$ cat src/rtl/commit_unit_pkg.sv
// Shared opcode encoding, ROB tag width and commit FSM state encoding.
// Imported by commit_unit, commit_classify and the ROB/LSB partners.
package commit_unit_pkg;

  localparam int ROB_ID_WIDTH = 4;

  typedef enum logic [4:0] {
    ALU_OP_ADD   = 5'd0,
    ALU_OP_SUB   = 5'd1,
    ALU_OP_AND   = 5'd2,
    ALU_OP_OR    = 5'd3,
    ALU_OP_XOR   = 5'd4,
    ALU_OP_SLL   = 5'd5,
    ALU_OP_SRL   = 5'd6,
    ALU_OP_SRA   = 5'd7,
    ALU_OP_SLT   = 5'd8,
    ALU_OP_SLTU  = 5'd9,
    ALU_OP_LUI   = 5'd10,
    ALU_OP_AUIPC = 5'd11,
    ALU_OP_LB    = 5'd12,
    ALU_OP_LH    = 5'd13,
    ALU_OP_LW    = 5'd14,
    ALU_OP_LBU   = 5'd15,
    ALU_OP_LHU   = 5'd16,
    ALU_OP_SB    = 5'd17,
    ALU_OP_SH    = 5'd18,
    ALU_OP_SW    = 5'd19,
    ALU_OP_BEQ   = 5'd20,
    ALU_OP_BNE   = 5'd21,
    ALU_OP_BLT   = 5'd22,
    ALU_OP_BGE   = 5'd23,
    ALU_OP_BLTU  = 5'd24,
    ALU_OP_BGEU  = 5'd25,
    ALU_OP_JAL   = 5'd26,
    ALU_OP_JALR  = 5'd27
  } alu_op_e;

  typedef enum logic [1:0] {
    ST_IDLE  = 2'd0,
    ST_STORE = 2'd1,
    ST_FLUSH = 2'd2
  } commit_state_e;

  localparam logic [1:0] MEM_SIZE_BYTE = 2'd0;
  localparam logic [1:0] MEM_SIZE_HALF = 2'd1;
  localparam logic [1:0] MEM_SIZE_WORD = 2'd2;

endpackage

$ cat src/rtl/commit_classify.sv
// Combinational opcode classifier: branch / jalr / store plus store access size.
// Shared with the ROB and LSB so all three agree on op classes.
module commit_classify
  import commit_unit_pkg::*;
(
  input  alu_op_e    op_i,
  output logic       is_branch_o,
  output logic       is_jalr_o,
  output logic       is_store_o,
  output logic [1:0] mem_size_o
);

  always_comb begin
    is_branch_o = 1'b0;
    is_jalr_o   = 1'b0;
    is_store_o  = 1'b0;
    mem_size_o  = MEM_SIZE_BYTE;
    case (op_i)
      ALU_OP_SB: begin is_store_o = 1'b1; mem_size_o = MEM_SIZE_BYTE; end
      ALU_OP_SH: begin is_store_o = 1'b1; mem_size_o = MEM_SIZE_HALF; end
      ALU_OP_SW: begin is_store_o = 1'b1; mem_size_o = MEM_SIZE_WORD; end
      ALU_OP_BEQ, ALU_OP_BNE, ALU_OP_BLT,
      ALU_OP_BGE, ALU_OP_BLTU, ALU_OP_BGEU: is_branch_o = 1'b1;
      ALU_OP_JALR: is_jalr_o = 1'b1;
      default: ;
    endcase
  end

endmodule

$ cat src/rtl/commit_unit.sv
// Retire stage: acks the ROB head, writes the regfile, issues committed stores and
// raises flush/redirect on mispredicts. Optional counters under COMMIT_STATS_EN.
//
// state    | meaning
// ST_IDLE  | classify head; ack plain ops, launch store, or detect mispredict
// ST_STORE | store request held until mem_done (watchdog may flag store_err)
// ST_FLUSH | flush asserted for FLUSH_HOLD cycles, head left unacked
module commit_unit
  import commit_unit_pkg::*;
#(
  parameter int FLUSH_HOLD     = 1,
  parameter int MAX_STORE_WAIT = 0
) (
  input  logic                    clk,
  input  logic                    rst,
  input  logic                    commit_valid,
  input  logic [ROB_ID_WIDTH-1:0] commit_id,
  input  alu_op_e                 commit_op,
  input  logic [4:0]              commit_rd,
  input  logic [31:0]             commit_value,
  input  logic [31:0]             commit_pc,
  input  logic [31:0]             commit_addr,
  input  logic                    commit_pred,
  input  logic                    commit_outcome,
  input  logic [31:0]             commit_pred_target,
  output logic                    commit_ack,
  output logic                    rf_we,
  output logic [4:0]              rf_waddr,
  output logic [31:0]             rf_wdata,
  output logic [ROB_ID_WIDTH-1:0] rf_rob_id,
  output logic                    mem_req,
  output logic [31:0]             mem_addr,
  output logic [31:0]             mem_wdata,
  output logic [1:0]              mem_size,
  input  logic                    mem_done,
  output logic                    flush,
  output logic [31:0]             redirect_pc,
  output logic                    store_err
`ifdef COMMIT_STATS_EN
  ,
  output logic [31:0]             cnt_retired,
  output logic [31:0]             cnt_flush
`endif
);

  localparam logic [1:0]  HOLD_INIT = 2'(FLUSH_HOLD - 1);
  localparam logic [15:0] WD_INIT   = 16'(MAX_STORE_WAIT - 1);

  commit_state_e state_q, state_d;
  logic          mem_req_q, mem_req_d;
  logic [31:0]   mem_addr_q, mem_addr_d;
  logic [31:0]   mem_wdata_q, mem_wdata_d;
  logic [1:0]    mem_size_q, mem_size_d;
  logic          flush_q, flush_d;
  logic [31:0]   redirect_q, redirect_d;
  logic          store_err_q, store_err_d;
  logic [1:0]    hold_q, hold_d;
  logic [15:0]   wd_q, wd_d;

  logic       is_branch, is_jalr, is_store;
  logic [1:0] cls_size;

  commit_classify u_classify (
    .op_i        (commit_op),
    .is_branch_o (is_branch),
    .is_jalr_o   (is_jalr),
    .is_store_o  (is_store),
    .mem_size_o  (cls_size)
  );

  logic        rd_nz, br_mispred, jalr_mispred;
  logic [31:0] pc_plus4;

  assign rd_nz        = (commit_rd != 5'd0);
  assign pc_plus4     = commit_pc + 32'd4;
  assign br_mispred   = (commit_pred != commit_outcome) ||
                        (commit_outcome && (commit_pred_target != commit_addr));
  assign jalr_mispred = (commit_pred_target != commit_addr);

  always_ff @(posedge clk) begin
    if (rst) begin
      state_q     <= ST_IDLE;
      mem_req_q   <= 1'b0;
      mem_addr_q  <= '0;
      mem_wdata_q <= '0;
      mem_size_q  <= '0;
      flush_q     <= 1'b0;
      redirect_q  <= '0;
      store_err_q <= 1'b0;
      hold_q      <= '0;
      wd_q        <= '0;
    end else begin
      state_q     <= state_d;
      mem_req_q   <= mem_req_d;
      mem_addr_q  <= mem_addr_d;
      mem_wdata_q <= mem_wdata_d;
      mem_size_q  <= mem_size_d;
      flush_q     <= flush_d;
      redirect_q  <= redirect_d;
      store_err_q <= store_err_d;
      hold_q      <= hold_d;
      wd_q        <= wd_d;
    end
  end

  always_comb begin
    state_d     = state_q;
    mem_req_d   = mem_req_q;
    mem_addr_d  = mem_addr_q;
    mem_wdata_d = mem_wdata_q;
    mem_size_d  = mem_size_q;
    flush_d     = flush_q;
    redirect_d  = redirect_q;
    store_err_d = store_err_q;
    hold_d      = hold_q;
    wd_d        = wd_q;
    commit_ack  = 1'b0;
    rf_we       = 1'b0;
    case (state_q)
      ST_IDLE: begin
        if (commit_valid) begin
          if (is_store) begin
            mem_req_d   = 1'b1;
            mem_addr_d  = commit_addr;
            mem_wdata_d = commit_value;
            mem_size_d  = cls_size;
            wd_d        = WD_INIT;
            state_d     = ST_STORE;
          end else if (is_branch) begin
            if (br_mispred) begin
              flush_d    = 1'b1;
              redirect_d = commit_outcome ? commit_addr : pc_plus4;
              hold_d     = HOLD_INIT;
              state_d    = ST_FLUSH;
            end else begin
              commit_ack = 1'b1;
            end
          end else if (is_jalr) begin
            // Link register is written even when the target turns out wrong.
            rf_we = rd_nz;
            if (jalr_mispred) begin
              flush_d    = 1'b1;
              redirect_d = commit_addr;
              hold_d     = HOLD_INIT;
              state_d    = ST_FLUSH;
            end else begin
              commit_ack = 1'b1;
            end
          end else begin
            commit_ack = 1'b1;
            rf_we      = rd_nz;
          end
        end
      end
      ST_STORE: begin
        if (mem_done) begin
          commit_ack = 1'b1;
          mem_req_d  = 1'b0;
          state_d    = ST_IDLE;
        end else if (MAX_STORE_WAIT > 0) begin
          if (wd_q == 16'd0) store_err_d = 1'b1;
          else               wd_d        = wd_q - 16'd1;
        end
      end
      ST_FLUSH: begin
        if (hold_q == 2'd0) begin
          flush_d = 1'b0;
          state_d = ST_IDLE;
        end else begin
          hold_d = hold_q - 2'd1;
        end
      end
      default: state_d = ST_IDLE;
    endcase
  end

  assign rf_waddr    = commit_rd;
  assign rf_wdata    = commit_value;
  assign rf_rob_id   = commit_id;
  assign mem_req     = mem_req_q;
  assign mem_addr    = mem_addr_q;
  assign mem_wdata   = mem_wdata_q;
  assign mem_size    = mem_size_q;
  assign flush       = flush_q;
  assign redirect_pc = redirect_q;
  assign store_err   = store_err_q;

`ifdef COMMIT_STATS_EN
  logic [31:0] cnt_retired_q, cnt_flush_q;

  always_ff @(posedge clk) begin
    if (rst) begin
      cnt_retired_q <= '0;
      cnt_flush_q   <= '0;
    end else begin
      if (commit_ack) cnt_retired_q <= cnt_retired_q + 32'd1;
      if ((state_d == ST_FLUSH) && (state_q != ST_FLUSH)) cnt_flush_q <= cnt_flush_q + 32'd1;
    end
  end

  assign cnt_retired = cnt_retired_q;
  assign cnt_flush   = cnt_flush_q;
`endif

endmodule
$ cat config.mk
export PLATFORM = sky130hd
export DESIGN_NAME = commit_unit
export DESIGN_NICKNAME = d
export VERILOG_FILES = /design/src/rtl/commit_unit_pkg.sv /design/src/rtl/commit_classify.sv /design/src/rtl/commit_unit.sv
export SDC_FILE = /design/constraint.sdc
export NUM_CORES = 1
export LEC_CHECK = 0
export ABC_CLOCK_PERIOD_IN_PS = 3630
export CAP_MARGIN = 20
export CORE_ASPECT_RATIO = 1.5
export CORE_MARGIN = 5
export CORE_UTILIZATION = 40
export DETAILED_ROUTE_END_ITERATION = 12
export PLACE_DENSITY = 0.93
export SLEW_MARGIN = 30
export SYNTH_ARGS = -nofsm -noshare
export SYNTH_HDL_FRONTEND = slang
export SYNTH_SLANG_ARGS = --single-unit
export TNS_END_PERCENT = 5
$ cat constraint.sdc
create_clock -name clk -period 3.63 [get_ports clk]
set_input_delay 1.089 -clock clk [delete_from_list [all_inputs] [get_ports clk]]
set_output_delay 1.089 -clock clk [all_outputs]
set_load 0.1 [all_outputs]
==> results_dict.tcl <==
set metrics [dict create \
    drive_gt1_share_pct 32.0 \
    port_buffers 282 \
    swShare_pct 35.0 \
    antenna_left 0 \
    netlist.area_leader.share_pct 38.5 \
    synth_area_leaders "dfxtp_1 (38%), nand2_1 (12%), a21oi_1 (9.4%)" \
    synth_area_per_cell_um2 7.81 \
    max-cap-violations 0 \
    ir_drop_mv 0.262 \
    drv_slew 0 \
    cp-end-kind "output port" \
    overflow 0 \
    cts_hold_buf 0 \
    grt_pass1_wl_um 32600 \
    cts_sinks 104 \
    most-common-layout-cells "nand2_1 (175), buf_4 (162), dfxtp_1 (104), a21oi_1 (101), clkdlybuf4s50_1 (74)" \
    fin_nets 1120 \
    leakage_nw 3.73 \
    finalWeightedCongestion 0.961 \
    tightest_slew_ps 844 \
    power_density_nw_per_um2 350 \
    synthesis.area_um2 5410 \
    dp_cells 1120 \
    wire_per_inst_um 19.1 \
    grt_pass1_vias 5776 \
    setup_ws_ps -227 \
    pwr-share-clk_pct 32.3 \
    critPathMaxStageDelay_ps 400 \
    finalCritPeriodShare_pct 106 \
    yosysWarnings 0 \
    core_um2 13400 \
    clk_pin_slew_ps 70 \
    synthesis.nets 843 \
    drt_iter0_markers 300 \
    required_ps 2540 \
    cts_tree "done" \
    die_x_um 105 \
    multi_input_area_um2 3060 \
    synth_area_leader_cell "dfxtp_1" \
    violations "negative setup slack" \
    start_kind "input port" \
    dpl.hpwl_um 17500 \
    power_frac_comb_pct 30.6 \
    cts_buffer_depth 2 \
    post-route-util_pct 67.8 \
    htreeDepth 3 \
    io_pins 292 \
    first_pass_iters 5 \
    vias_per_cell 5.19 \
    p_int_mw 2.07 \
    die_h_um 152 \
    area_growth_pct 67.9 \
    worstPathMaxFanout 3 \
    synth-edff-count 0 \
    hold_viol_final 0 \
    worstPathCellList "dlygate4sd2_1 > xor2_2 > nor4_2 > nand4_1 > o41ai_4 > a21oi_4 > o22ai_4 > buf_12" \
    crit_arrival_ps 2770 \
    fill_cells 1036 \
    rsz0062_at_grt "true" \
    antenna_found_initial 3 \
    cts_root_buf "clkbuf_16" \
    slew_headroom_pct 43.7 \
    drt_wl_total_um 21700 \
    synthFlopType "dfxtp_1" \
    hp-class "reg2reg" \
    grt_max_degree 75 \
    rows 52 \
    dr_total_vias 5911 \
    layout_commonest_cell "nand2_1" \
    yosysSeqAreaShare_pct 38.5 \
    register_area_um2 2080 \
    syn_inst 693 \
    critical_path_class "in2out" \
    switching_power_mw 1.12 \
    async_flop_share_pct 0 \
    setup_viol 1 \
    grt_util_all_layers_pct 25.8 \
    fmax_mhz 259 \
    status "finished with violations" \
    seqPwrFrac_pct 37.1 \
    critical-path-slowest-cell "o41ai_4" \
    cts_buffers 9 \
    synthDistinctLibCells 49 \
    start_util_pct 40.4 \
    fin_cells 1139 \
    drc_errors 0 \
    ys_ff_latch 104 \
    fin_skew_ps 5.25 \
    fp.dieArea_um2 16000 \
    clock_latency_ps 350 \
    final.min_clock_period_ps 3860 \
]
## path summary, 6_finish.rpt
check / from / end / slack, ps / cells past startpoint
worst max-delay path: commit_addr[19] / commit_ack / -230 / 8
worst min-delay path: mem_wdata[23] / mem_wdata[23] / 460 / 2
worst max register to register: state_q[1] / redirect_pc[2] / 1350 / 9
worst min register to register: mem_wdata[23] / mem_wdata[23] / 460 / 2
## cell type report
class                           instances  area share, %
Clock inverter                          7          0.950
Tap cell                              162           2.23
Multi-Input combinational cell        497           33.7
Antenna cell                            2         0.0551
Sequential cell                       104           22.9
Clock buffer                            9           2.48
Timing Repair Buffer                  350           37.3
Inverter                                8          0.330
## layer usage
metal	track usage (%)	wire length [um]	vias up
li1	-	-	2844
met1	28.2	7810	2759
met2	46.0	11400	251
met3	7.38	1550	53
met4	10.6	907	4
met5	0	34	-
## cell usage after synthesis (2+ instances only)
cell,count
o21ai_1,2
o21ai_0,5
and3_1,2
nor3_2,3
nor3b_1,3
and4_1,4
buf_2,5
a21o_1,4
nor3_1,5
nand3_2,2
o41ai_1,2
xnor2_1,16
nor4_2,3
nand3_1,7
ha_1,2
a211oi_1,3
nor4_1,10
nand4_2,2
buf_4,46
nand2b_1,4
nand2_1,175
a21oi_1,102
buf_6,4
buf_1,6
dfxtp_1,104
nand4_1,9
clkbuf_1,23
and2_1,4
nor2_1,39
inv_1,8
a211o_1,27
xor2_1,44
nor2b_1,2
## per-stage QoR
step / setup slack (ps) / total power [mW] / instance area (um^2) / setup TNS (ps) / hold slack (ps)
after global routing: -293 / 3.29 / 9090 / -305 / 470
after CTS: -284 / 3.20 / 9090 / -512 / 457
final: -227 / 3.18 / 9090 / -227 / 457
after global placement: -911 / 2.17 / 8670 / -6650 / 439
after detailed placement: -953 / 2.18 / 8670 / -7420 / 446
after floorplan: -89.1 / 1.78 / 5430 / -89.1 / 515
## sequential cells by signal, summed over array words and instances (netlist names)
name,flops
mem_req,1
mem_wdata,32
mem_addr,32
redirect_pc,32
mem_size,2
hold_q,2
flush,1
state_q,2
## critical path: cells and delay by family
family | cells | cell delay, ps
AOI/OAI and AO/OA | 3 | 610
buffers and inverters | 2 | 480
and+or+nand+nor | 2 | 420
xor gates and xnor gates | 1 | 180
## logic make-up after synthesis
group	Yosys count	synth area share, %
DFF	104	38.5
buffers and inverters	92	10.2
xor gates and xnor gates	60	9.71
and+or+nand+nor	280	23.8
other	1	0.0693
AOI/OAI and AO/OA	153	17.1
muxes	1	0.185
adders and majority gates	2	0.462
## power by group through the flow
stage	Clock [mW]	Sequential (mW)	Combinational, mW
after floorplan	0	1.39	0.387
after global placement	0	1.21	0.965
after detailed placement	0	1.21	0.974
after CTS	1.05	1.18	0.974
after global routing	1.10	1.18	1.01
final	1.03	1.18	0.975
## repair_timing
action                     4_1_cts  5_1_grt
gates resized for setup        177       53
setup endpoints to repair        2        2
pin swaps                       27       21
setup buffers                    3        0
cloned                           0        0
No activity file was read; power rests on OpenSTA's default activity.
